[src/rtl/mem_arb_pkg.sv]
// rtl/mem_arb_pkg.sv - shared types and default widths for mem_arbiter
//
// Contents:
//   DEF_ADDR_W, DEF_DATA_W : default address/data widths
//   state_e                : arbiter FSM states (IDLE, REQ, WAIT)
//   owner_e                : owner of the outstanding transaction (OWN_IF, OWN_LS)
package mem_arb_pkg;

  localparam int DEF_ADDR_W = 64;
  localparam int DEF_DATA_W = 64;

  typedef enum logic [1:0] {
    IDLE = 2'd0,
    REQ  = 2'd1,
    WAIT = 2'd2
  } state_e;

  typedef enum logic {
    OWN_IF = 1'b0,
    OWN_LS = 1'b1
  } owner_e;

endpackage

[src/rtl/mem_arb_grant.sv]
// rtl/mem_arb_grant.sv - combinational grant between fetch and load/store requesters
//
// Ports:
//   i_if_valid    : fetch requester has a request
//   i_ls_valid    : load/store requester has a request
//   i_last_if     : 1 when the previous grant went to fetch (MEM_ARB_RR_EN builds only)
//   o_grant_valid : at least one requester is asking
//   o_owner       : requester that wins this cycle (meaningful when o_grant_valid)
//
// Configuration macro: MEM_ARB_RR_EN selects round-robin; otherwise load/store has
// fixed priority.
module mem_arb_grant
  import mem_arb_pkg::*;
(
  input  logic   i_if_valid,
  input  logic   i_ls_valid,
`ifdef MEM_ARB_RR_EN
  input  logic   i_last_if,
`endif
  output logic   o_grant_valid,
  output owner_e o_owner
);

  logic w_pick_ls;

`ifdef MEM_ARB_RR_EN
  // On contention the requester that did not win last time goes first.
  assign w_pick_ls = i_ls_valid & (~i_if_valid | i_last_if);
`else
  assign w_pick_ls = i_ls_valid;
`endif

  assign o_grant_valid = i_if_valid | i_ls_valid;
  assign o_owner       = w_pick_ls ? OWN_LS : OWN_IF;

endmodule

[src/rtl/mem_arbiter.sv]
// rtl/mem_arbiter.sv - two-requester arbiter onto one shared memory port
//
// Ports:
//   i_clk, i_rst_n                      : clock, asynchronous active-low reset
//   i_if_req_valid / o_if_req_ready     : fetch request handshake, i_if_addr address
//   o_if_resp_valid / o_if_rdata        : fetch response pulse and data
//   i_ls_req_valid / o_ls_req_ready     : load/store request handshake
//   i_ls_addr, i_ls_wen, i_ls_wdata, i_ls_wmask : load/store request fields
//   o_ls_resp_valid / o_ls_rdata        : load/store response pulse and data (0 for stores)
//   o_mem_req_valid / i_mem_req_ready   : shared memory request handshake
//   o_mem_addr, o_mem_wen, o_mem_wdata, o_mem_wmask : latched request fields
//   i_mem_resp_valid / i_mem_rdata      : memory response
//
// Configuration macro: MEM_ARB_RR_EN enables round-robin arbitration.
module mem_arbiter
  import mem_arb_pkg::*;
#(
  parameter int ADDR_W = DEF_ADDR_W,
  parameter int DATA_W = DEF_DATA_W
) (
  input  logic                i_clk,
  input  logic                i_rst_n,
  input  logic                i_if_req_valid,
  output logic                o_if_req_ready,
  input  logic [ADDR_W-1:0]   i_if_addr,
  output logic                o_if_resp_valid,
  output logic [DATA_W-1:0]   o_if_rdata,
  input  logic                i_ls_req_valid,
  output logic                o_ls_req_ready,
  input  logic [ADDR_W-1:0]   i_ls_addr,
  input  logic                i_ls_wen,
  input  logic [DATA_W-1:0]   i_ls_wdata,
  input  logic [DATA_W/8-1:0] i_ls_wmask,
  output logic                o_ls_resp_valid,
  output logic [DATA_W-1:0]   o_ls_rdata,
  output logic                o_mem_req_valid,
  input  logic                i_mem_req_ready,
  output logic [ADDR_W-1:0]   o_mem_addr,
  output logic                o_mem_wen,
  output logic [DATA_W-1:0]   o_mem_wdata,
  output logic [DATA_W/8-1:0] o_mem_wmask,
  input  logic                i_mem_resp_valid,
  input  logic [DATA_W-1:0]   i_mem_rdata
);

  localparam int MASK_W = DATA_W / 8;

  localparam logic [1:0] S_IDLE = IDLE;
  localparam logic [1:0] S_REQ  = REQ;
  localparam logic [1:0] S_WAIT = WAIT;

  logic [1:0]        r_state;
  owner_e            r_owner;
  logic [ADDR_W-1:0] r_addr;
  logic              r_wen;
  logic [DATA_W-1:0] r_wdata;
  logic [MASK_W-1:0] r_wmask;
  logic              r_if_resp_valid;
  logic [DATA_W-1:0] r_if_rdata;
  logic              r_ls_resp_valid;
  logic [DATA_W-1:0] r_ls_rdata;

  logic              w_idle;
  logic              w_grant_valid;
  owner_e            w_grant_owner;
  logic              w_if_ready;
  logic              w_ls_ready;
  logic              w_accept;
  logic              w_pick_ls;

`ifdef MEM_ARB_RR_EN
  logic              r_last_if;
`endif

  assign w_idle = (r_state == S_IDLE);

  mem_arb_grant u_grant (
    .i_if_valid    (i_if_req_valid),
    .i_ls_valid    (i_ls_req_valid),
`ifdef MEM_ARB_RR_EN
    .i_last_if     (r_last_if),
`endif
    .o_grant_valid (w_grant_valid),
    .o_owner       (w_grant_owner)
  );

  // Ready is only offered while no transaction is outstanding, so a requester
  // never sees ready during REQ/WAIT even if it is the "winner".
  assign w_pick_ls  = (w_grant_owner == OWN_LS);
  assign w_if_ready = w_idle & w_grant_valid & ~w_pick_ls;
  assign w_ls_ready = w_idle & w_grant_valid &  w_pick_ls;
  assign w_accept   = w_if_ready | w_ls_ready;

  always_ff @(posedge i_clk or negedge i_rst_n) begin
    if (!i_rst_n) begin
      r_state         <= S_IDLE;
      r_owner         <= OWN_IF;
      r_addr          <= '0;
      r_wen           <= 1'b0;
      r_wdata         <= '0;
      r_wmask         <= '0;
      r_if_resp_valid <= 1'b0;
      r_if_rdata      <= '0;
      r_ls_resp_valid <= 1'b0;
      r_ls_rdata      <= '0;
    end else begin
      // Response strobes are single-cycle pulses.
      r_if_resp_valid <= 1'b0;
      r_ls_resp_valid <= 1'b0;
      case (r_state)
        S_IDLE: begin
          if (w_accept) begin
            r_owner <= w_grant_owner;
            r_addr  <= w_pick_ls ? i_ls_addr : i_if_addr;
            // Fetches are always plain reads with no payload.
            r_wen   <= w_pick_ls & i_ls_wen;
            r_wdata <= w_pick_ls ? i_ls_wdata : '0;
            r_wmask <= w_pick_ls ? i_ls_wmask : '0;
            r_state <= S_REQ;
          end
        end
        S_REQ: begin
          if (i_mem_req_ready) begin
            r_state <= S_WAIT;
          end
        end
        S_WAIT: begin
          if (i_mem_resp_valid) begin
            if (r_owner == OWN_LS) begin
              r_ls_resp_valid <= 1'b1;
              // A store completion carries no data back.
              r_ls_rdata      <= r_wen ? '0 : i_mem_rdata;
            end else begin
              r_if_resp_valid <= 1'b1;
              r_if_rdata      <= i_mem_rdata;
            end
            r_state <= S_IDLE;
          end
        end
        default: r_state <= S_IDLE;
      endcase
    end
  end

`ifdef MEM_ARB_RR_EN
  // Reset value "last grant was fetch" makes load/store win the first contention.
  always_ff @(posedge i_clk or negedge i_rst_n) begin
    if (!i_rst_n) begin
      r_last_if <= 1'b1;
    end else if (w_accept) begin
      r_last_if <= ~w_pick_ls;
    end
  end
`endif

  assign o_if_req_ready  = w_if_ready;
  assign o_ls_req_ready  = w_ls_ready;
  assign o_if_resp_valid = r_if_resp_valid;
  assign o_if_rdata      = r_if_rdata;
  assign o_ls_resp_valid = r_ls_resp_valid;
  assign o_ls_rdata      = r_ls_rdata;
  assign o_mem_req_valid = (r_state == S_REQ);
  assign o_mem_addr      = r_addr;
  assign o_mem_wen       = r_wen;
  assign o_mem_wdata     = r_wdata;
  assign o_mem_wmask     = r_wmask;

endmodule

[config.mk]
export PLATFORM = sky130hd
export DESIGN_NAME = mem_arbiter
export DESIGN_NICKNAME = d
export VERILOG_FILES = /design/src/rtl/mem_arb_pkg.sv /design/src/rtl/mem_arb_grant.sv /design/src/rtl/mem_arbiter.sv
export SDC_FILE = /design/constraint.sdc
export NUM_CORES = 1
export LEC_CHECK = 0
export CAP_MARGIN = 10
export CORE_AREA = 4 4 208 210
export CTS_CLUSTER_SIZE = 25
export DETAILED_ROUTE_END_ITERATION = 6
export DIE_AREA = 0 0 212 214
export GPL_TIMING_DRIVEN = 0
export PLACE_DENSITY_LB_ADDON = 0.3
export SETUP_SLACK_MARGIN = 0.3
export SLEW_MARGIN = 20
export SYNTH_ARGS = -nofsm -noshare
export SYNTH_HDL_FRONTEND = slang
export SYNTH_SLANG_ARGS = --single-unit
[constraint.sdc]
create_clock -name i_clk -period 4.9 [get_ports i_clk]
set_input_delay 1.47 -clock i_clk [delete_from_list [all_inputs] [get_ports i_clk]]
set_output_delay 1.47 -clock i_clk [all_outputs]
set_load 0.02 [all_outputs]
==> results of run 1 <==
[final cells by class]
class / instances / area [µm²]
fill: 3953 / 23550
timing repair buffer: 543 / 5490
clock inverter: 8 / 122.6
sequential: 270 / 6756
multi-input combinational: 469 / 3436
clock buffer: 46 / 899.6
tap: 539 / 674.4
buffer: 79 / 386.6
inverter: 68 / 255.2
[cell usage in the layout, fill, tap and decap left out, drive strengths merged]
master	instances
a22o	73
or2	1
a221o	64
nand2b	66
bufinv	3
clkinv	3
nor4	64
nor3b	1
buf	40
nor2	2
clkdlybuf4s50	537
inv	70
dfrtp	270
clkbuf	89
mux2	64
o21ai	66
nand2	65
a21o	2
dlygate4sd2	2
nand4b	1
[worst paths after layout]
check	from	end	slack (ns)	depth (start not counted)
max in group asynchronous	i_rst_n	o_mem_wdata[36]	2.98	3
min in group asynchronous	i_rst_n	o_if_rdata[60]	0.77	1
min reg2reg	o_ls_rdata[42]	o_ls_rdata[42]	0.48	2
max reg2reg	r_state[1]	o_mem_addr[33]	2.85	5
max	i_ls_req_valid	o_if_req_ready	0.41	4
min	o_ls_rdata[42]	o_ls_rdata[42]	0.48	2
[worst register-to-register path, stage by stage, from the launching register on]
cell and delay (ns):
dfrtp_1 0.38, or2_1 0.23, buf_2 0.29, clkbuf_1 0.63, nor4_1 0.12, a221o_1 0.28
[layer usage]
metal | track usage, % | up-vias | part of all wire, %
li1 | - | 4315 | -
met1 | 20.45 | 4478 | 38
met2 | 31.00 | 411 | 50
met3 | 5.565 | 67 | 8.9
met4 | 5.425 | 4 | 3.0
met5 | 0 | - | 0.075
[synth_stat cells]
cell type  number  share of area [%]
or2_1           1              0.058
buf_4           5               0.35
nor2_1          2              0.069
a221o_1        64                5.9
mux2_2         64                6.7
a22o_1         73                5.9
clkbuf_1       44                1.5
nor4_1         64                3.7
buf_2          25                1.2
nand2_1        65                2.3
buf_1           2              0.069
buf_6           4               0.42
a21o_1          2               0.14
nor3b_1         1              0.069
dfrtp_1       270                 62
nand4b_1        1              0.081
o21ai_0        66                3.1
nand2b_1       66                3.8
inv_1          68                2.4
[timing repair]
action,in CTS,in global routing
resized for setup,4,2
endpoints found under the hold margin,0,0
endpoints found under the setup margin,2,1
[power breakdown]
part           switching, mW  internal (mW)
clock network          0.905           1.41
registers              0.646           3.35
logic                   3.26           3.10
[cell families (layout without fill, tap and decap cells)]
logic type             Yosys count  in the layout  share of synthesized area, %
AOI/OAI and AO/OA              205            205                         15.01
buffers and inverters          148            744                         5.871
DFF                            270            270                         62.41
muxes                           64             64                         6.657
and+or+nand+nor                200            200                         10.04
[flip-flops by register name, indices dropped and copies added, names as in the netlist]
name,cells
o_mem_wen,1
o_mem_wdata,64
r_state,2
o_ls_rdata,64
o_ls_resp_valid,1
o_mem_wmask,8
o_mem_addr,64
o_if_resp_valid,1
r_owner,1
o_if_rdata,64
[per-stage QoR]
step | total power [mW] | instance area [µm²] | utilization [%] | setup slack, ns | hold slack [ns]
2_1_floorplan | 7.032 | 10830 | - | 1.026 | 0.4734
3_3_place_gp | 10.38 | 16910 | 40.67 | -9.577 | 0.4636
3_5_place_dp | 10.44 | 16990 | 40.88 | -0.1684 | 0.4693
4_1_cts | 12.82 | 18010 | 43.33 | 0.3401 | 0.4826
5_1_grt | 13.37 | 18020 | 43.35 | 0.3136 | 0.4974
6_report | 12.67 | 18020 | 43.35 | 0.4114 | 0.4760
==> summary.txt, run 1 <==
Run status
  – Outcome: complete, no violations

Detailed routing
  – Iteration-0 DRC Markers: 427
  – Wire per inst: 20.55 µm
  – Via density: 4.587
  – DRC: 0
  – Routed Antenna Nets: 0
  – DRT Wirelength: 41.55 mm
  – Via count: roughly 9000
  – 1st-pass router iterations: 4

Die
  – Die W: 212 µm
  – Die H: 214 µm
  – Die area: about 0.045 mm²
  – Core Box Area: between 0.04 and 0.05 mm²
  – Row count: 75
  – Io pins: between 500 and 600
  – Initial core utilization: around a quarter

Power
  – LEAKAGE: about 7.8 nW
  – PD cells: 703.0 mW/mm²
  – Peak supply drop: ~0.31 mV

Setup path
  – Crit start category: primary input
  – Critical path cell sequence: clkdlybuf4s50_1, clkbuf_1, nor2_1, dlygate4sd2_1
  – Buffers & Inverters on Critical Path: 3
  – CP delay by family, top: buffers and inverters
  – Critical path type: primary input to output pin
  – Max incr delay on CP: 0.56 ns
  – Slowest CP cell: clkbuf_1
  – Worst EP required: 3.43 ns
  – CP max FO: 10
  – Crit end category: output pin
  – Critical path arrival: 3.02 ns

STA
  – Worst-Margin Slew: 0.9396 ns
  – # setup viols final: 0
  – Clock skew: 0.01343 ns
  – Fin crit share: 91.60%
  – Slew Viols, Final: 0
  – Fin. Hold Viols: 0
  – RSZ-0062 raised after global routing: false
  – Min Tclk post-route: 4.489 ns
  – Slew HR: 37.36%
  – Setup_tns: 0 ns
  – Max Clk Rate: ~220 MHz

GRT
  – First-pass GRT wire length: ~63 mm
  – Largest net degree at the start of global routing: 93
  – Overall routing resource usage: between 15 and 20%
  – Vias in the first global route: roughly 10000
  – Initial antenna violation count: 2
  – GR Overflow Total: 0

Yosys
  – Count of cell types in the netlist: 19
  – Synth Register Bits: between 200 and 300
  – Syn Nets: 1158
  – Mapped cell area: 0.01083 mm²
  – YS warnings: 0
  – Register area share after synthesis: 62.41%
  – Post-Syn Instances: around 890
  – Syn_area_per_cell: 12.20 µm²

Flow run
  – Max-cap violations: 0

Clocking
  – Later-pin clock latency in the skew report: 0.55 ns
  – Num CTS Buffers: 29
  – CTS max path bufs: 3
  – Clk sinks: 270
  – Post-CTS Setup Bufs: 0
  – H-tree levels: 1
  – CTS Hold Bufs: 0
  – Worst-path clk slew: 0.06 ns
  – Clk root buf: clkbuf_16
  – CTS tree: built

Layout
  – Fin cells: between 2000 and 2500
  – Number of inserted diodes: 0
  – Share of cells above drive strength 1: 10.25%
  – Layout area overhead: 66.47%
  – Final net count: 1731

Placement
  – Post-Place Cells: 1969
  – IO Port Bufs: 540
  – Dpl hpwl: 32.65 mm
  – RD Place Congestion: 0.8516

Min path
  – HP Class: register to register
Power figures use the tool's default switching activity.
==> inputs of run 2 (changes only) <==
--- a/config.mk
+++ b/config.mk
@@ -6,10 +6,10 @@
 export NUM_CORES = 1
 export LEC_CHECK = 0
 export CAP_MARGIN = 10
-export CORE_AREA = 4 4 208 210
+export CORE_AREA = 4 4 210 212
 export CTS_CLUSTER_SIZE = 25
 export DETAILED_ROUTE_END_ITERATION = 6
-export DIE_AREA = 0 0 212 214
+export DIE_AREA = 0 0 214 216
 export GPL_TIMING_DRIVEN = 0
 export PLACE_DENSITY_LB_ADDON = 0.3
 export SETUP_SLACK_MARGIN = 0.3
==> run 2 against run 1 <==
  * Clock power is essentially flat
  * Critical path depth rose by 3
  * Clock skew decreased by 0.0045 ns
  * Power grew 0.18%
  * First-iteration DRC count is 8.0% lower
==> summary.txt, run 2 (synthesis results as in run 1) <==
Clocking
  – CTS tree: built
  – Later-pin clock latency in the skew report: 0.57 ns (+0.02 ns)
  – Worst-path clk slew: 0.06 ns (about the same)
  – H-tree levels: 1 (unchanged)
  – Clk sinks: 270 (unchanged)
  – CTS max path bufs: 3 (unchanged)
  – Num CTS Buffers: 31 (+6.9%)
  – Clk root buf: clkbuf_16
  – CTS Hold Bufs: 0 (unchanged)

Setup path
  – Flop-to-flop setup slack: 2.86 ns (about the same)
  – Worst R2R Start: r_state[1]
  – Slowest CP cell: clkdlybuf4s50_1
  – Critical path arrival: 3.00 ns (-0.02 ns)
  – Crit end category: output pin
  – Critical path type: primary input to output pin
  – Crit start category: primary input
  – Worst EP required: 3.43 ns (about the same)
  – Max incr delay on CP: 0.49 ns (-0.07 ns)
  – CP delay by family, top: buffers and inverters
  – Buffers & Inverters on Critical Path: 5 (+2)
  – Critical path cell sequence: clkdlybuf4s50_1, inv_1, a21o_1, buf_2, buf_6, nor2_1, dlygate4sd2_1
  – CP max FO: 19 (+9)
  – FF-to-FF path depth: 5 (unchanged)
  – Critical R2R Capture: o_mem_addr[31]

STA
  – Slew HR: 49.71% (+12 points)
  – Fin. Hold Viols: 0 (unchanged)
  – Slew Viols, Final: 0 (unchanged)
  – RSZ-0062 raised after global routing: false
  – Clock skew: 0.008898 ns (-0.004530 ns)
  – Max Clk Rate: 223.6 MHz (+0.38%)
  – Worst-Margin Slew: 0.7543 ns (-0.1853 ns)
  – Min Tclk post-route: 4.472 ns (-0.01679 ns)
  – Fin crit share: 91.26% (-0.34 points)
  – # setup viols final: 0 (unchanged)

Layout
  – Layout area overhead: 66.47% (unchanged)
  – Commonest non-fill, non-tap cells in the layout: clkdlybuf4s50_1 (537), dfrtp_1 (270), a22o_1 (73), inv_1 (68)
  – Final non-filler cell area: 0.01802 mm² (unchanged)
  – Most common cell after layout, fill and taps aside: clkdlybuf4s50_1
  – Register area: 0.006756 mm² (unchanged)
  – Final net count: 1732 (+0.058%)
  – Share of cells above drive strength 1: 10.57% (+0.32 points)
  – FILL cells: 4031 (+2.0%)
  – Footprint of the multi-input gates: 0.003436 mm² (unchanged)

Placement
  – Dpl hpwl: 33.48 mm (+2.6%)
  – IO Port Bufs: 540 (unchanged)
  – Placed cell areas: 0.01697 mm² (-0.15%)
  – RD Place Congestion: 0.8594 (+0.92%)

Die
  – Initial core utilization: 25.81% (-0.23 points)
  – Io pins: 541 (unchanged)
  – Core Box Area: 0.04195 mm² (+0.90%)
  – Row count: 75 (unchanged)
  – Die H: 216 µm (+0.93%)
  – Die area: 0.04622 mm² (+1.9%)
  – Die W: 214 µm (+0.94%)

Detailed routing
  – DRT Wirelength: 43.18 mm (+3.9%)
  – Wire per inst: 21.28 µm (+3.6%)
  – Via density: 4.612 (+0.55%)
  – Iteration-0 DRC Markers: 393 (-8.0%)
  – DRC: 0 (unchanged)
  – 1st-pass router iterations: 4 (unchanged)
  – Routed Antenna Nets: 0 (unchanged)
  – Via count: 9358 (+0.89%)

Power
  – Final Power: 12.69 mW (+0.18%)
  – PD cells: 704.3 mW/mm² (+0.18%)
  – Peak supply drop: 0.2594 mV (-17%)
  – LEAKAGE: 7.798 nW (about the same)

Flow run
  – Max-cap violations: 0 (unchanged)

Min path
  – Min-delay src: o_ls_rdata[49]
  – HP Class: register to register
  – WHS Path Cells: 2 (unchanged)
  – Hold endpoint: o_ls_rdata[49]

GRT
  – Overall routing resource usage: 18.03% (+0.39 points)
  – Vias in the first global route: 10239 (+0.69%)
  – Initial antenna violation count: 5 (+3)
  – GR Overflow Total: 0 (unchanged)
  – Largest net degree at the start of global routing: 95 (+2.2%)
  – First-pass GRT wire length: 64.97 mm (+3.3%)

Run status
  – Outcome: complete, no violations
## run 2: changes by cell type in the layout (fill, tap and decap cells not counted)
cell        before  now
clkinv_2         3    6
clkinvlp_4       0    2
clkbuf_1        48   46
buf_16           3    2
clkbuf_2         1    2
diode_2          0    4
bufinv_16        3    1
clkbuf_16       29   31
## run 2: timing repair
action | in CTS | in global routing
hold endpoints to repair | 0 | 0
endpoints found under the setup margin | 2 | 1
gates resized for setup | 4 | 2
buffers inserted | 0 | 0
## run 2: routing by layer
metal  track usage [%]  vias to the layer above  routed length (µm)  share of wire [%]
li1                  -                     4339                   -                  -
met1             20.93                     4515               16730                 39
met2             30.49                      422               20720                 48
met3             6.301                       80                3911                9.1
met4             7.586                        2                1803                4.2
met5                 0                        -                  12              0.028
## run 2: area by class of cell
| type | instances | share of cell area [%] |
|---|---|---|
| Antenna cell | 4 | 0.05554 |
| Buffer | 79 | 2.152 |
| Clock buffer | 47 | 5.249 |
| Clock inverter | 11 | 0.5138 |
| Inverter | 68 | 1.416 |
| Multi-Input combinational cell | 469 | 19.07 |
| Sequential cell | 270 | 37.49 |
| Tap cell | 539 | 3.742 |
| Timing Repair Buffer | 542 | 30.31 |
## run 2: where the power goes
part           total (mW)  leakage (nW)  internal, mW  switching, mW
sequential           4.01          3.40          3.35          0.662
combinational        6.35          3.88          3.10           3.26
clock                2.33         0.514          1.38          0.951
## run 2: worst max path at each step
stage,start,to,slack [ns],cells after the start
finish,i_ls_req_valid,o_if_req_ready,0.43,7
floorplan,i_if_req_valid,o_if_req_ready,1.03,6
CTS,i_ls_req_valid,o_ls_req_ready,0.34,6
global placement,i_rst_n,o_mem_wdata[26],-9.69,1
global route,i_ls_req_valid,o_ls_req_ready,0.35,6
detailed placement,i_ls_req_valid,o_if_req_ready,-0.18,8
## run 2: worst register-to-register path, delay by kind of cell, from the launching register on
kind / cells / cell delay [ns]
buf+inv: 2 / 0.85
simple gates: 2 / 0.40
flops: 1 / 0.38
compound gates: 1 / 0.29
## run 2: per-stage QoR
stage	instances	hold slack [ns]	TNS (ns)	util (%)	setup slack [ns]
2_1_floorplan	887	0.4734	0	-	1.026
3_3_place_gp	1966	0.4613	-2600.70	40.30	-9.686
3_5_place_dp	1968	0.4711	-0.2996	40.45	-0.1813
4_1_cts	2025	0.4848	0	42.92	0.3418
5_1_grt	2027	0.5041	0	42.95	0.3478
6_report	2029	0.4800	0	42.96	0.4282
==> inputs of run 3 (changes only) <==
--- a/config.mk
+++ b/config.mk
@@ -6,14 +6,15 @@
 export NUM_CORES = 1
 export LEC_CHECK = 0
 export CAP_MARGIN = 10
-export CORE_AREA = 4 4 210 212
+export CORE_AREA = 4 4 208 210
 export CTS_CLUSTER_SIZE = 25
 export DETAILED_ROUTE_END_ITERATION = 6
-export DIE_AREA = 0 0 214 216
+export DIE_AREA = 0 0 212 214
 export GPL_TIMING_DRIVEN = 0
 export PLACE_DENSITY_LB_ADDON = 0.3
 export SETUP_SLACK_MARGIN = 0.3
 export SLEW_MARGIN = 20
 export SYNTH_ARGS = -nofsm -noshare
 export SYNTH_HDL_FRONTEND = slang
+export SYNTH_HIERARCHICAL = 1
 export SYNTH_SLANG_ARGS = --single-unit
==> run 3 against run 2 <==
  * Final area is 7.8% higher
  * Critical path depth unchanged
  * Maximum frequency decreased by 0.60%
  * Global-route usage fell by 0.87 points
  * Combinational power rose by 1%
  * Non-clock buffer count down 22
  * Register-to-register slack better by 0.19 ns
  * Largest cell class unchanged
  * Largest power group unchanged
==> summary.txt, run 3 <==
STA
  – Fin. Hold Viols: 0 (unchanged)
  – Worst-Margin Slew: 0.6575 ns (-0.09674 ns)
  – Min Tclk post-route: 4.499 ns (+0.02689 ns)
  – Slew HR: 56.16% (+6.4 points)
  – Slew Viols, Final: 0 (unchanged)
  – Clock skew: 0.007525 ns (-0.001373 ns)
  – # setup viols final: 0 (unchanged)
  – RSZ-0062 raised after global routing: false
  – Fin crit share: 91.81% (+0.55 points)
  – Max Clk Rate: 222.3 MHz (-0.60%)
  – Post-route worst setup slack: 0.4013 ns (-0.02689 ns)

Die
  – Die H: 214 µm (-0.93%)
  – Row count: 75 (unchanged)
  – Die W: 212 µm (-0.93%)
  – Die area: 0.04537 mm² (-1.9%)
  – Io pins: 541 (unchanged)
  – Initial core utilization: 29.32% (+3.5 points)
  – Core Box Area: 0.04157 mm² (-0.89%)

Clocking
  – Later-pin clock latency in the skew report: 0.56 ns (about the same)
  – CTS tree: built
  – Worst-path clk slew: 0.06 ns (about the same)
  – Clk sinks: 270 (unchanged)
  – Num CTS Buffers: 31 (unchanged)
  – CTS max path bufs: 3 (unchanged)
  – Clk root buf: clkbuf_16
  – H-tree levels: 1 (unchanged)

Flow run
  – Max-cap violations: 0 (unchanged)

Layout
  – Register area: 0.006756 mm² (unchanged)
  – Final non-filler cell area: 0.01943 mm² (+7.8%)
  – Most common cell after layout, fill and taps aside: clkdlybuf4s50_1
  – Commonest non-fill, non-tap cells in the layout: clkdlybuf4s50_1 (537), dfrtp_1 (270), mux2_2 (153), mux2_4 (98), inv_1 (74)
  – Final net count: 1725 (-0.40%)
  – Share of cells above drive strength 1: 24.36% (+14 points)
  – FILL cells: 3727 (-7.5%)
  – Layout area overhead: 59.43%
  – Footprint of the multi-input gates: 0.004753 mm² (+38%)

Yosys
  – Register area share after synthesis: 55.42% (-7.0 points)
  – Syn Nets: 1146 (-1.0%)
  – Number of synthesized flops with an enable pin: 0 (unchanged)
  – Top post-synthesis cells by count: dfrtp_1 (270), mux2_2 (153), mux2_4 (98)
  – Count of cell types in the netlist: 23 (+4)
  – Largest cells by area after synthesis: dfrtp_1 (55%), mux2_2 (14%), mux2_4 (12%), mux2i_1 (6.0%), nor2b_1 (3.3%)
  – Area leader, netlist: dfrtp_1
  – Post-Syn Instances: 875 (-1.4%)
  – YS warnings: 6 (+6)
  – Asr flop ratio synth: 100.0% (unchanged)
  – Count leader, synth: dfrtp_1
  – Synth Register Bits: 270 (unchanged)
  – Mapped cell area: 0.01219 mm² (+13%)
  – Syn_area_per_cell: 13.93 µm² (+14%)
  – Synth top area share: 55.42% (-7.0 points)
  – Main synth FF type: dfrtp_1

Detailed routing
  – Wire per inst: 20.07 µm (-5.7%)
  – 1st-pass router iterations: 4 (unchanged)
  – Iteration-0 DRC Markers: 260 (-34%)
  – Routed Antenna Nets: 0 (unchanged)
  – Via density: 4.342 (-5.9%)
  – DRC: 0 (unchanged)
  – DRT Wirelength: 40.52 mm (-6.1%)
  – Via count: 8767 (-6.3%)

Power
  – Peak supply drop: 0.3545 mV (+37%)
  – Sw Share: 36.24% (-2.1 points)
  – Sequential fraction of design power: 31.0% (-0.6 points)
  – Final Power: 12.66 mW (-0.25%)
  – Internal power: 8.071 mW (+3.2%)
  – Comb pwr share: 50.8% (+0.7 points)
  – Sw Pwr: 4.588 mW (-5.8%)
  – LEAKAGE: 8.442 nW (+8.3%)
  – PD cells: 651.4 mW/mm² (-7.5%)
  – Clock Power Share: 18.2% (-0.2 points)

Placement
  – Pre-CTS setup slack: -0.3749 ns (-0.1937 ns)
  – Placed cell areas: 0.01836 mm² (+8.2%)
  – RD Place Congestion: 0.9057 (+5.4%)
  – IO Port Bufs: 540 (unchanged)
  – Dpl hpwl: 31.66 mm (-5.4%)

Min path
  – HP Class: register to register

Setup path
  – Critical path arrival: 3.03 ns (+0.03 ns)
  – Crit start category: primary input
  – Worst EP required: 3.43 ns (about the same)
  – Critical path type: primary input to output pin
  – CP max FO: 10 (-9)
  – Crit end category: output pin

Run status
  – Outcome: complete, no violations

GRT
  – Met2 Resource Use GR: 29.63% (-0.85 points)
  – GR Overflow Total: 0 (unchanged)
  – Gr busiest metal: met2
  – Largest net degree at the start of global routing: 91 (-4.2%)
  – Overall routing resource usage: 17.16% (-0.87 points)
  – Met1 usage: 20.97% (+0.039 points)
  – Met3 Usage GRT: 4.174% (-2.1 points)
  – Initial antenna violation count: 2 (-3)
  – Vias in the first global route: 9638 (-5.9%)
  – First-pass GRT wire length: 60.58 mm (-6.8%)
==> run 3: area by class of cell <==
type	instances	area share [%]
antenna	2	0.02575
buffer	53	2.253
clock buffer	47	4.816
clock inverter	10	0.4442
inverter	74	1.429
multi-input combinational	478	24.46
sequential	270	34.76
tap	539	3.470
timing repair buffer	546	28.34
==> run 3: cell families (layout without fill, tap and decap cells) <==
| logic type | Yosys count | in the layout | synth area share (%) |
|---|---|---|---|
| multiplexers | 330 | 330 | 32.75 |
| flip-flops | 270 | 270 | 55.42 |
| AND/OR/NAND/NOR | 146 | 146 | 6.138 |
| buffers and inverters | 127 | 730 | 5.583 |
| AO/OA/AOI/OAI | 2 | 2 | 0.1026 |
| other | 0 | 2 | 0 |
==> run 3: worst paths after layout <==
kind | endpoint | start | depth (start not counted) | slack (ns)
setup / recovery | o_ls_req_ready | i_ls_req_valid | 7 | 0.40
hold / removal | o_mem_addr[33] | o_mem_addr[33] | 1 | 0.50
setup reg to reg | o_mem_addr[31] | r_state[0] | 4 | 3.05
hold reg to reg | o_mem_addr[33] | o_mem_addr[33] | 1 | 0.50
max in group asynchronous | o_if_rdata[19] | i_rst_n | 3 | 3.04
min in group asynchronous | o_mem_wdata[12] | i_rst_n | 1 | 0.82
==> run 3: metrics by stage <==
stage	hold WS, ns	setup TNS [ns]	utilization [%]	std cells
final	0.5044	0	46.75	2019
after floorplan	0.4872	0	-	875
after CTS	0.5072	0	46.67	2014
after global routing	0.5172	0	46.75	2019
after detailed placement	0.4903	-0.6141	44.16	1957
after global placement	0.4912	-2661.54	43.95	1954
==> run 3: what timing repair did <==
action	4_1_cts	5_1_grt
hold buffers	0	0
endpoints found under the setup margin	2	1
buffers inserted	0	3
resized for setup	17	2
gates cloned	0	0
==> run 3: worst max-delay path, stage by stage <==
cell and delay, ns:
clkdlybuf4s50_1 0.48, or2_1 0.11, nor3b_2 0.23, buf_6 0.21, buf_4 0.23, and2_1 0.15
buf_4 0.14
==> run 3: per-layer routing <==
metal / up-vias / part of all wire, %
li1: 4077 / -
met1: 4355 / 40
met2: 270 / 50
met3: 65 / 6.7
met4: 0 / 2.9
met5: - / 0
==> run 3: power by group through the flow <==
stage / combinational [mW] / clock (mW) / sequential (mW)
CTS: 6.53 / 2.38 / 3.93
detailed placement: 6.50 / 0 / 3.94
global route: 6.76 / 2.49 / 4.07
floorplan: 2.04 / 0 / 5.20
finish: 6.44 / 2.30 / 3.92
global placement: 6.45 / 0 / 3.92
